===== src/rtl/jk_reg_bank.sv =====
// WIDTH-bit bank of JK flip-flops with shared synchronous clear and a mode select:
// per-bit JK, serial shift, binary up-count and parallel load. Define JK_REG_BANK_TC_EN to add tc.
module jk_reg_bank_cell (
    input  logic       cur,
    input  logic [1:0] mode,
    input  logic       j,
    input  logic       k,
    input  logic       shift_src,
    input  logic       carry,
    input  logic       ld,
    output logic       nxt
);
    always_comb begin
        nxt = cur;
        case (mode)
            2'b00: begin
                case ({j, k})
                    2'b01:   nxt = 1'b0;
                    2'b10:   nxt = 1'b1;
                    2'b11:   nxt = ~cur;
                    default: nxt = cur;
                endcase
            end
            2'b01:   nxt = shift_src;
            2'b10:   nxt = cur ^ carry;
            default: nxt = ld;
        endcase
    end
endmodule

module jk_reg_bank #(
    parameter int               WIDTH     = 8,
    parameter logic [WIDTH-1:0] RESET_VAL = '0
) (
    input  logic             clk,
    input  logic             clear,
    input  logic             en,
    input  logic [1:0]       mode,
    input  logic [WIDTH-1:0] j,
    input  logic [WIDTH-1:0] k,
    input  logic             sin,
    input  logic [WIDTH-1:0] d,
    output logic [WIDTH-1:0] q,
    output logic [WIDTH-1:0] qbar
`ifdef JK_REG_BANK_TC_EN
    ,
    output logic             tc
`endif
);
    localparam logic [1:0] MODE_COUNT = 2'b10;

    logic [WIDTH-1:0] carry;
    logic [WIDTH-1:0] shift_src;
    logic [WIDTH-1:0] nxt;

    // carry[i] is the J=K toggle enable for bit i: all lower bits are ones
    genvar g;
    generate
        for (g = 0; g < WIDTH; g++) begin : g_bit
            if (g == 0) begin : g_lsb
                assign carry[g]     = 1'b1;
                assign shift_src[g] = sin;
            end else begin : g_upper
                assign carry[g]     = carry[g-1] & q[g-1];
                assign shift_src[g] = q[g-1];
            end
            jk_reg_bank_cell u_cell (
                .cur       (q[g]),
                .mode      (mode),
                .j         (j[g]),
                .k         (k[g]),
                .shift_src (shift_src[g]),
                .carry     (carry[g]),
                .ld        (d[g]),
                .nxt       (nxt[g])
            );
        end
    endgenerate

    always_ff @(posedge clk) begin
        if (clear)
            q <= RESET_VAL;
        else if (en)
            q <= nxt;
    end

    assign qbar = ~q;

`ifdef JK_REG_BANK_TC_EN
    // tc flags the count wrap only; any other path to zero leaves it low
    always_ff @(posedge clk) begin
        if (clear)
            tc <= 1'b0;
        else
            tc <= en && (mode == MODE_COUNT) && (&q);
    end
`endif
endmodule

===== config.mk =====
export PLATFORM = sky130hd
export DESIGN_NAME = jk_reg_bank
export DESIGN_NICKNAME = d
export VERILOG_FILES = /design/src/rtl/jk_reg_bank.sv
export SDC_FILE = /design/constraint.sdc
export NUM_CORES = 1
export LEC_CHECK = 0
export ABC_AREA = 1
export BUFFER_PORTS_ARGS = -buffer_cell sky130_fd_sc_hd__buf_2
export CORE_MARGIN = 2
export CORE_UTILIZATION = 51
export CTS_BUF_LIST = sky130_fd_sc_hd__clkbuf_4 sky130_fd_sc_hd__clkbuf_8
export CTS_CLUSTER_SIZE = 10
export DETAILED_ROUTE_END_ITERATION = 7
export MAX_ROUTING_LAYER = met4
export PLACE_DENSITY_LB_ADDON = 0.25
export SLEW_MARGIN = 30
export SYNTH_ARGS = -nofsm -noshare
export SYNTH_HDL_FRONTEND = slang
export SYNTH_HIERARCHICAL = 1
export SYNTH_SLANG_ARGS = --single-unit

===== constraint.sdc =====
create_clock -name clk -period 2.5 [get_ports clk]
set_clock_uncertainty 0.05 [all_clocks]
set_input_delay 0.375 -clock clk [delete_from_list [all_inputs] [get_ports clk]]
set_output_delay 0.375 -clock clk [all_outputs]
set_load 0.02 [all_outputs]

Word-level counts from Yosys, hierarchy flattened
Index checks and enable logic that the tools add are counted.
Storage, ports and cells
  register bits: 8
  bits in latches: 0
  memory bits (writable): 0
  memory bits (read-only): 0
  input port bits: 30
  output and inout bits: 16
  memories: 0
Cells by class
  $add $sub $neg: 0
  $mul: 0
  div/mod/pow operators: 0
  order comparisons: 0
  eq/ne operators: 34
  shift-type cells: 0
  mux-type cells: 16
  bitwise operators: 22
  reductions and logical operators: 9
Operators with widths (number)
  1-bit one-hot mux with 3 select lines: 16
  2-bit equality test, second input constant: 17
  4-bit by 1-bit inequality test with 1-bit output, second input constant: 7
  2-bit by 1-bit equality test with 1-bit output, second input constant: 9
  2-bit AND reduction: 8
  1-bit inverter: 8
  8-bit inverter: 1
  1-bit bitwise XOR: 7
  1-bit bitwise AND: 6
  4-bit inequality test, second input constant: 1
  2-bit logical NOT: 1

Logic depth before layout (Yosys ltp)
Gate-level depths: netlist of run 1.
  word-level depth: 8
  gate-level depth with buffers: 10

Cells and area by module
Netlist of run 1, hierarchy kept.
Modules (own cells, without submodules)
  jk_reg_bank_cell: instances 8, cells an instance 15, area an instance 66.3 um^2, sequential area each 0.0 um^2
  jk_reg_bank: instances 1, cells an instance 46, area an instance 410.4 um^2, sequential area each 160.2 um^2

Worst setup path before layout of run 1
OpenSTA, ideal clock, no wires.
  path kind: register to register
  from: reg q[2]
  to: reg q[7]
  library setup time: 129 ps
  arrival time: 1382 ps
  required time: 2321 ps
  path slack: 939 ps
  cell stages (with the launch flop): 10
  clock period less this slack: 1561 ps
  cell sequence: dfxtp_1 inv_2 nor2_4 nand4_2 nor2_1 nand2_1 nand3_1 nand4_1 nor2_1 a211oi_2
Between the ends
  longest elaborated chain between the ends: 7
RTL lines
  start: declaration: RTL line 43  | output logic [WIDTH-1:0] q,
  start signal: assignment: RTL line 84  | q <= nxt;
  1-bit bitwise AND: RTL line 64  | assign carry[g] = carry[g-1] & q[g-1];
  net carry[3]: RTL line 52  | logic [WIDTH-1:0] carry;
  1-bit bitwise AND (4 in a row): RTL line 64
  net carry[7]: RTL line 52
  1-bit bitwise XOR: RTL line 25  | 2'b10: nxt = cur ^ carry;
  1-bit one-hot mux with 3 select lines: RTL line 15  | case (mode)
  net nxt[7]: RTL line 54  | logic [WIDTH-1:0] nxt;
The timed path passes the listed nets, and every way through them passes these cells.
A chain may end at the register's enable or synchronous reset.

Final worst setup path of run 1
  from: reg q[0]
  to: reg q[5]
Between the ends
  longest elaborated chain between the ends: 6
RTL lines (RTL line)
  1-bit bitwise AND (2 in a row): 64
  net carry[3]: 52
  1-bit bitwise AND (2 in a row): 64
  net carry[5]: 52
  1-bit bitwise XOR: 25
  1-bit one-hot mux with 3 select lines: 15
  net nxt[5]: 54
The timed path passes the listed nets, and every way through them passes these cells.

==> run metrics, run 1 <==
initial antenna violation count=0; critical path arrival=1.65 ns; Hold Buf Count CTS=0; Max Fclk=0.6368 GHz; number of nets in the layout=244; largest net degree at the start of global routing=33; worst-path fanout max=9; highest routed layer=met4; Crit path largest cell delay=0.47 ns; M1 wire length=1.052 mm; clock share of power=24.4%; Distinct cells, synth=15; Hold WS=0.4085 ns; Remaining Overflow, GRT=0; Setup WS pre-CTS=0.9328 ns; CTS tree=built; Max Buffers Root-to-Sink=2; Slew Limit Fails=0; Yosys reg bits=8; CP Depth=9; port bufs=45; final hold viol count=0; fin crit period=1.570 ns; synthesized area=940.9 um2; Bufs and invs on worst path=0; Post-DP HPWL=1.613 mm; CTS Sinks=8; unrepaired setup endpoints after global routing=false; Int Power=0.2588 mW; worst path cell trace=nand2_1 > nor2_4 > nand2_1 > nor2_1 > nand2_1 > nand3_1 > nand4_1 > nor2_2 > a211oi_2; most frequent CP cell=nand2_1; Worst-Skew Late Latency=0.25 ns; H-Tree Depth=1; Reg clk slew, reported paths=0.06 ns; R2R depth=9; Top-Level Pins=46; YS warnings=6; Layout area overhead=27.13%; Avg Cell Area, Syn=5.668 um2; Final setup violation count=0; starting density of the core=54.49%; first-pass GRT wire length=3.436 mm; total power=0.4324 mW; Diodes inserted=0; Die Height=46.95 um; Comb pwr share=39.6%; register with the most flip-flops=q; Setup TNS=0 ns; Layout Cells excl Fill=237; Seq pwr share=36.0%; Hold Path Class=primary input to register; status=finished, final reports clean; DR WL met2=971 um; fillers=176; die width=46.95 um; final worst slack=0.9297 ns; Hold Path Depth=2; routed wl met3=105 um; critical path's slowest cell=dfxtp_1; Worst Setup Path Type=register to register; routability cong.=0.8192; Lkg Pwr=0.6547 nW; Regs by FF count=q (8); gr usage total=22.23%; WL final=2.143 mm; max reg flops=8; # resized after CTS=0; Worst setup EP type=register; area occupied by multi-input gates=591.8 um2; Seq. cell area=160.2 um2; final worst-path cycle share=62.81%; Root Buffer Master=clkbuf_4; postcts setup bufs=0; layout cells sized above 1=33.02%; crit start category=register; VDD IR max=0.0002054 V; Switching Share=40.16%; Max-Cap Viols=0; full die area=0.002204 mm2; Slew HR=60.93%; Core Area=0.001727 mm2; PD cells=361.5 mW/mm2; post-synthesis sequential area ratio=17.02%; Top delay family on crit path=simple AND/OR/NAND/NOR gates; DRC errors left=0; CP Data Required Time=2.58 ns; Initial DRC Count=27; std cell rows=15; Sw Pwr=0.1736 mW; Placed Cells=234; vias in the first global route=849; wire per inst=9.042 um; vias=1117; Detail Route Antenna Nets=0; 1st-pass router iterations=4; Cells after Synth=166; TritonCTS Buffers=3; vias per cell=4.713; Slew @ Worst Pin=0.5860 ns
[layout by cell type (no fill, tap or decap)]
cell,count
inv_2,2
nor2_1,16
nand4_2,1
nand3_1,32
nand2_1,34
buf_2,45
nor2_4,1
nand4_1,8
nor2_2,10
conb_1,2
inv_1,42
clkbuf_4,3
a211oi_2,8
dfxtp_1,8
[power groups by stage]
stage | clock, mW | sequential (mW) | combinational (mW)
global placement | 0 | 0.158 | 0.168
detailed placement | 0 | 0.158 | 0.171
floorplan | 0 | 0.166 | 0.103
CTS | 0.109 | 0.155 | 0.172
finish | 0.106 | 0.156 | 0.171
global route | 0.115 | 0.158 | 0.193
[layer usage]
metal,track usage [%],vias to the layer above
li1,-,610
met5,-,-
met2,33.15,32
met1,29.86,473
met3,4.615,2
met4,7.222,0
[worst register-to-register path, cell delays in order, from the launching register on]
cell      delay, ns
dfxtp_1        0.47
nand2_1        0.16
nor2_4         0.14
nand2_1        0.08
nor2_1         0.14
nand2_1        0.07
nand3_1        0.08
nand4_1        0.09
nor2_2         0.13
a211oi_2       0.04
[Yosys cell counts]
master / n / area share [%]
clkbuf_2: 1 / 0.53
nand3_1: 32 / 17
conb_1: 1 / 0.40
inv_2: 2 / 0.80
buf_8: 1 / 1.6
a211oi_2: 8 / 11
nand4_1: 8 / 5.3
nand2_1: 34 / 14
nor2_2: 10 / 6.6
nor2_4: 1 / 1.2
inv_1: 42 / 17
nand4_2: 1 / 1.3
nor2_1: 16 / 6.4
dfxtp_1: 8 / 17
buf_4: 1 / 0.80
[final timing paths]
check / startpoint / endpoint / slack, ns
setup / recovery: q[0] / q[5] / 0.93
hold / removal: clear / q[6] / 0.41
setup reg to reg: q[0] / q[5] / 0.93
hold reg to reg: q[7] / q[7] / 0.50
[through the flow]
| step | util (%) | area (um2) |
|---|---|---|
| finish | 69.28 | 1196 |
| global placement | 67.97 | 1174 |
| floorplan | - | 944.7 |
| global route | 69.28 | 1196 |
| detailed placement | 67.97 | 1174 |
| CTS | 69.28 | 1196 |
[cell families after synthesis]
group	after synthesis	share of synthesized area, %
AOI/OAI and AO/OA	8	10.64
other	1	0.3986
and+or+nand+nor	102	51.46
buffers and inverters	47	20.48
DFF	8	17.02
[layout make-up]
type,instances,area share (%)
inverters,44,13.81
repair buffers,45,18.83
well taps,25,2.615
clock buffers,3,1.883
multi-input cells,112,49.48
flip-flops and latches,8,13.39
(Power assumes the default switching activity.)
==> inputs of run 2 (changes only) <==
--- a/config.mk
+++ b/config.mk
@@ -8,7 +8,7 @@
 export ABC_AREA = 1
 export BUFFER_PORTS_ARGS = -buffer_cell sky130_fd_sc_hd__buf_2
 export CORE_MARGIN = 2
-export CORE_UTILIZATION = 51
+export CORE_UTILIZATION = 43
 export CTS_BUF_LIST = sky130_fd_sc_hd__clkbuf_4 sky130_fd_sc_hd__clkbuf_8
 export CTS_CLUSTER_SIZE = 10
 export DETAILED_ROUTE_END_ITERATION = 7
==> constraint.sdc (replaced) <==
create_clock -name clk -period 1.3 [get_ports clk]
set_clock_uncertainty 0.05 [all_clocks]
set_input_delay 0.195 -clock clk [delete_from_list [all_inputs] [get_ports clk]]
set_output_delay 0.195 -clock clk [all_outputs]
set_load 0.02 [all_outputs]
==> run metrics, run 2 (synthesized netlist as in run 1, its figures left out) <==
routability cong.=0.7831; Final setup violation count=1; Detail Route Antenna Nets=0; Max Fclk=0.7637 GHz; Max Buffers Root-to-Sink=2; number of nets in the layout=251; starting density of the core=46.53%; post-route cell area=0.001297 mm2; worst-path fanout max=3; initial antenna violation count=0; Worst-Skew Late Latency=0.25 ns; critical path's slowest cell=dfxtp_4; full die area=0.002578 mm2; placed inst area=0.001255 mm2; Switching Share=38.68%; Core Area=0.002022 mm2; final hold viol count=0; CTS Sinks=8; max reg flops=8; wire per inst=10.31 um; vias=1192; H-Tree Depth=1; PD cells=696.8 mW/mm2; unrepaired setup endpoints after global routing=true; Comb pwr share=42.2%; fin crit period=1.309 ns; Reg clk slew, reported paths=0.06 ns; TritonCTS Buffers=3; Seq. cell area=171.4 um2; Hold Path Class=primary input to register; vias per cell=4.826; die width=50.78 um; Crit path largest cell delay=0.35 ns; worst path cell trace=inv_4 > nor2_4 > nand2_1 > nor2_2 > inv_1 > nand2_1 > nand3_1 > nand4_1 > nor2_2 > a211oi_2; crit start category=register; Root Buffer Master=clkbuf_4; Int Power=0.5544 mW; area occupied by multi-input gates=604.3 um2; Remaining Overflow, GRT=0; failing checks=setup timing; DRC errors left=0; register with the most flip-flops=q; Worst setup EP type=register; gr usage total=20.73%; vias in the first global route=1047; total power=0.9041 mW; first-pass GRT wire length=4.091 mm; Slew Limit Fails=0; critical path arrival=1.44 ns; Lkg Pwr=0.7130 nW; layout cells sized above 1=39.09%; clock share of power=25.9%; Sw Pwr=0.3497 mW; Diodes inserted=0; Post-DP HPWL=1.901 mm; CTS tree=built; fillers=193; largest net degree at the start of global routing=33; Max-Cap Viols=0; most frequent cells in the layout=buf_2, inv_1, nand2_1, nand3_1, nor2_1; status=complete, but fails checks; Layout area overhead=37.90%; Die Height=50.78 um; Regs by FF count=q (8); Seq pwr share=31.9%; Setup WS pre-CTS=-0.05697 ns; Top-Level Pins=46; final worst slack=-0.009424 ns; Top delay family on crit path=simple AND/OR/NAND/NOR gates; CP Data Required Time=1.43 ns; WL final=2.547 mm; std cell rows=16; Bufs and invs on worst path=2; final worst-path cycle share=100.7%; most common cell after layout, fill and taps aside=buf_2; VDD IR max=0.0005408 V; Initial DRC Count=21; 1st-pass router iterations=4; Worst Setup Path Type=register to register; port bufs=45
[run 2: cell types whose count changed in the layout (fill, tap and decap cells not counted)]
cell and delta:
dfxtp_1 -5, buf_12 +1, nand2_4 +1, buf_4 +6, nor2_1 -2, dfxtp_4 +2, inv_2 -1, nand2_1 -1
nor2_2 +2, inv_4 +1, clkbuf_4 +1, dfxtp_2 +3
[run 2: worst paths after layout]
path                             from   end  slack (ns)  cells past startpoint
worst max-delay path             q[2]  q[5]      -0.009                     10
worst max register to register   q[2]  q[5]      -0.009                     10
worst min-delay path            clear  q[6]        0.23                      2
worst min register to register   q[2]  q[2]        0.46                      2
[run 2: stage by stage]
step	hold slack [ns]	cells	util (%)	setup TNS, ns
final	0.2339	247	64.17	-0.009424
after global routing	0.2507	247	64.17	-0.3115
after CTS	0.2360	247	63.92	-0.005506
after detailed placement	0.4539	242	62.07	-0.1097
after global placement	0.4506	242	62.07	0
after floorplan	0.3789	167	-	-0.03282
[run 2: power groups by stage]
stage          clock network, mW  logic, mW  registers (mW)
2_1_floorplan                  0      0.199           0.323
3_3_place_gp                   0      0.365           0.292
3_5_place_dp                   0      0.378           0.294
4_1_cts                    0.239      0.380           0.289
5_1_grt                    0.250      0.424           0.292
6_report                   0.234      0.381           0.289
[run 2: repair_timing]
item,CTS,global route
hold buffers,0,0
setup endpoints to repair,2,4
buffers inserted,1,0
gates resized for setup,0,2
pin swaps,3,0
[run 2: worst register-to-register path: stages, from the launching register on]
cell and delay [ns]:
dfxtp_4 0.35, inv_4 0.04, nor2_4 0.12, nand2_1 0.09, nor2_2 0.11, inv_1 0.05
nand2_1 0.06, nand3_1 0.10, nand4_1 0.10, nor2_2 0.04, a211oi_2 0.14
[run 2: metal layers]
layer	track usage, %	up-vias	routed length (um)
li1	-	623	-
met1	24.01	520	1140
met2	35.96	47	1249
met3	3.869	2	141
met4	6.757	0	15
met5	-	-	0
[run 2: final cells by class]
cell class	instances	area share [%]
timing repair buffer	52	22.37
multi-input combinational	112	46.58
clock buffer	4	2.314
inverter	44	12.92
sequential	8	13.21
tap	27	2.604
==> inputs of run 3 (changes only) <==
--- a/config.mk
+++ b/config.mk
@@ -13,7 +13,7 @@
 export CTS_CLUSTER_SIZE = 10
 export DETAILED_ROUTE_END_ITERATION = 7
 export MAX_ROUTING_LAYER = met4
-export PLACE_DENSITY_LB_ADDON = 0.25
+export PLACE_DENSITY = 0.75
 export SLEW_MARGIN = 30
 export SYNTH_ARGS = -nofsm -noshare
 export SYNTH_HDL_FRONTEND = slang
==> run metrics, run 3 (synthesized netlist as in run 1, its figures left out) <==
status=complete, but fails checks; failing checks=setup timing; Switching Share=39.37%; routability cong.=0.8051; H-Tree Depth=1; port bufs=45; die width=50.78 um; std cell rows=16; Detail Route Antenna Nets=0; Setup TNS=-0.2285 ns; CTS tree=built; Regs by FF count=q (8); Diodes inserted=0; Remaining Overflow, GRT=0; VDD IR max=0.0004984 V; Max Fclk=0.7195 GHz; CTS Sinks=8; Comb pwr share=44.9%; gr usage total=22.41%; most frequent cells in the layout=buf_2, inv_1, nand2_1, nand3_1, nor2_1; worst-path fanout max=3; TritonCTS Buffers=3; Max-Cap Viols=0; DRC errors left=0; Sw Pwr=0.3432 mW; vias per cell=4.912; unrepaired setup endpoints after global routing=true; Int Power=0.5284 mW; largest net degree at the start of global routing=33; wire per inst=10.71 um; Worst-Skew Late Latency=0.25 ns; most common cell after layout, fill and taps aside=buf_2; vias in the first global route=1121; starting density of the core=46.53%; Lkg Pwr=0.7428 nW; Worst Setup Path Type=register to register; clock share of power=21.7%; Final setup violation count=6; final worst slack=-0.08979 ns; layout cells sized above 1=42.41%; Initial DRC Count=17; final hold viol count=0; PD cells=646.2 mW/mm2; Seq pwr share=33.4%; Max Buffers Root-to-Sink=2; vias=1233; Reg clk slew, reported paths=0.05 ns; initial antenna violation count=0; CP Data Required Time=1.42 ns; first-pass GRT wire length=4.381 mm; Layout area overhead=43.35%; worst r2r src=q[1]; Hold Path Class=primary input to register; Root Buffer Master=clkbuf_4; crit start category=register; Top-Level Pins=46; Post-DP HPWL=1.928 mm; Setup WS pre-CTS=-0.06022 ns; Worst setup EP type=register; fin crit period=1.390 ns; Slew Limit Fails=0; max reg flops=8; register with the most flip-flops=q; number of nets in the layout=256; final worst-path cycle share=106.9%; critical path arrival=1.51 ns; hold_sp=clear; 1st-pass router iterations=5; full die area=0.002578 mm2; Die Height=50.78 um; Core Area=0.002022 mm2; Worst Setup SP=q[1]; WL final=2.687 mm
run 3: cell types whose count changed in the layout (fill, tap and decap cells not counted), sizes merged:
| cell | before | now |
|---|---|---|
| buf | 52 | 57 |
| clkbuf | 4 | 3 |
run 3: critical path: stages (launching register included):
cell and delay [ns]:
dfxtp_4 0.35, nand2_4 0.06, nor2_4 0.13, buf_6 0.12
nand2_4 0.05, nor2_4 0.10, inv_1 0.04, nand2_1 0.05
nand3_1 0.06, nand4_1 0.09, nor2_2 0.05, a211oi_2 0.16
run 3: power groups by stage:
stage | Sequential, mW | Clock [mW] | Combinational (mW)
final | 0.291 | 0.189 | 0.391
after global routing | 0.293 | 0.212 | 0.433
after CTS | 0.289 | 0.195 | 0.385
after detailed placement | 0.293 | 0 | 0.377
after global placement | 0.293 | 0 | 0.364
after floorplan | 0.323 | 0 | 0.199
run 3: cell type report:
class / count / area (um2)
tap: 27 / 33.78
sequential: 8 / 172.7
inverter: 44 / 167.7
multi-input combinational: 112 / 616.8
clock buffer: 3 / 22.52
fill: 196 / 673.1
timing repair buffer: 57 / 335.3
run 3: what timing repair did:
action	in CTS	in global routing
endpoints found under the setup margin	2	5
pin swaps	7	7
hold buffers	0	0
endpoints found under the hold margin	0	0
resized for setup	3	8
setup buffers	2	3
run 3: metrics by stage:
| stage | util [%] | cells | hold slack, ns | power (mW) | area (um2) |
|---|---|---|---|---|---|
| finish | 66.71 | 251 | 0.2304 | 0.8716 | 1349 |
| global route | 66.71 | 251 | 0.2307 | 0.9388 | 1349 |
| CTS | 64.67 | 248 | 0.2370 | 0.8695 | 1308 |
| detailed placement | 62.44 | 243 | 0.4606 | 0.6708 | 1262 |
| global placement | 62.44 | 243 | 0.4527 | 0.6574 | 1262 |
| floorplan | - | 167 | 0.3789 | 0.5221 | 965.9 |
run 3: final timing paths:
| kind | slack, ns | cells after the start | to |
|---|---|---|---|
| setup / recovery | -0.09 | 11 | q[5] |
| setup reg to reg | -0.09 | 11 | q[5] |
| hold / removal | 0.23 | 2 | q[3] |
| hold reg to reg | 0.49 | 2 | q[7] |
run 3: metal layers:
layer  vias to the layer above  routed length (um)  GRT usage (%)
met5                         -                   0              -
met4                         0                   8          6.757
met3                         2                 161          5.952
met2                        46                1371          39.25
met1                       555                1146          24.78
li1                        630                   -              -
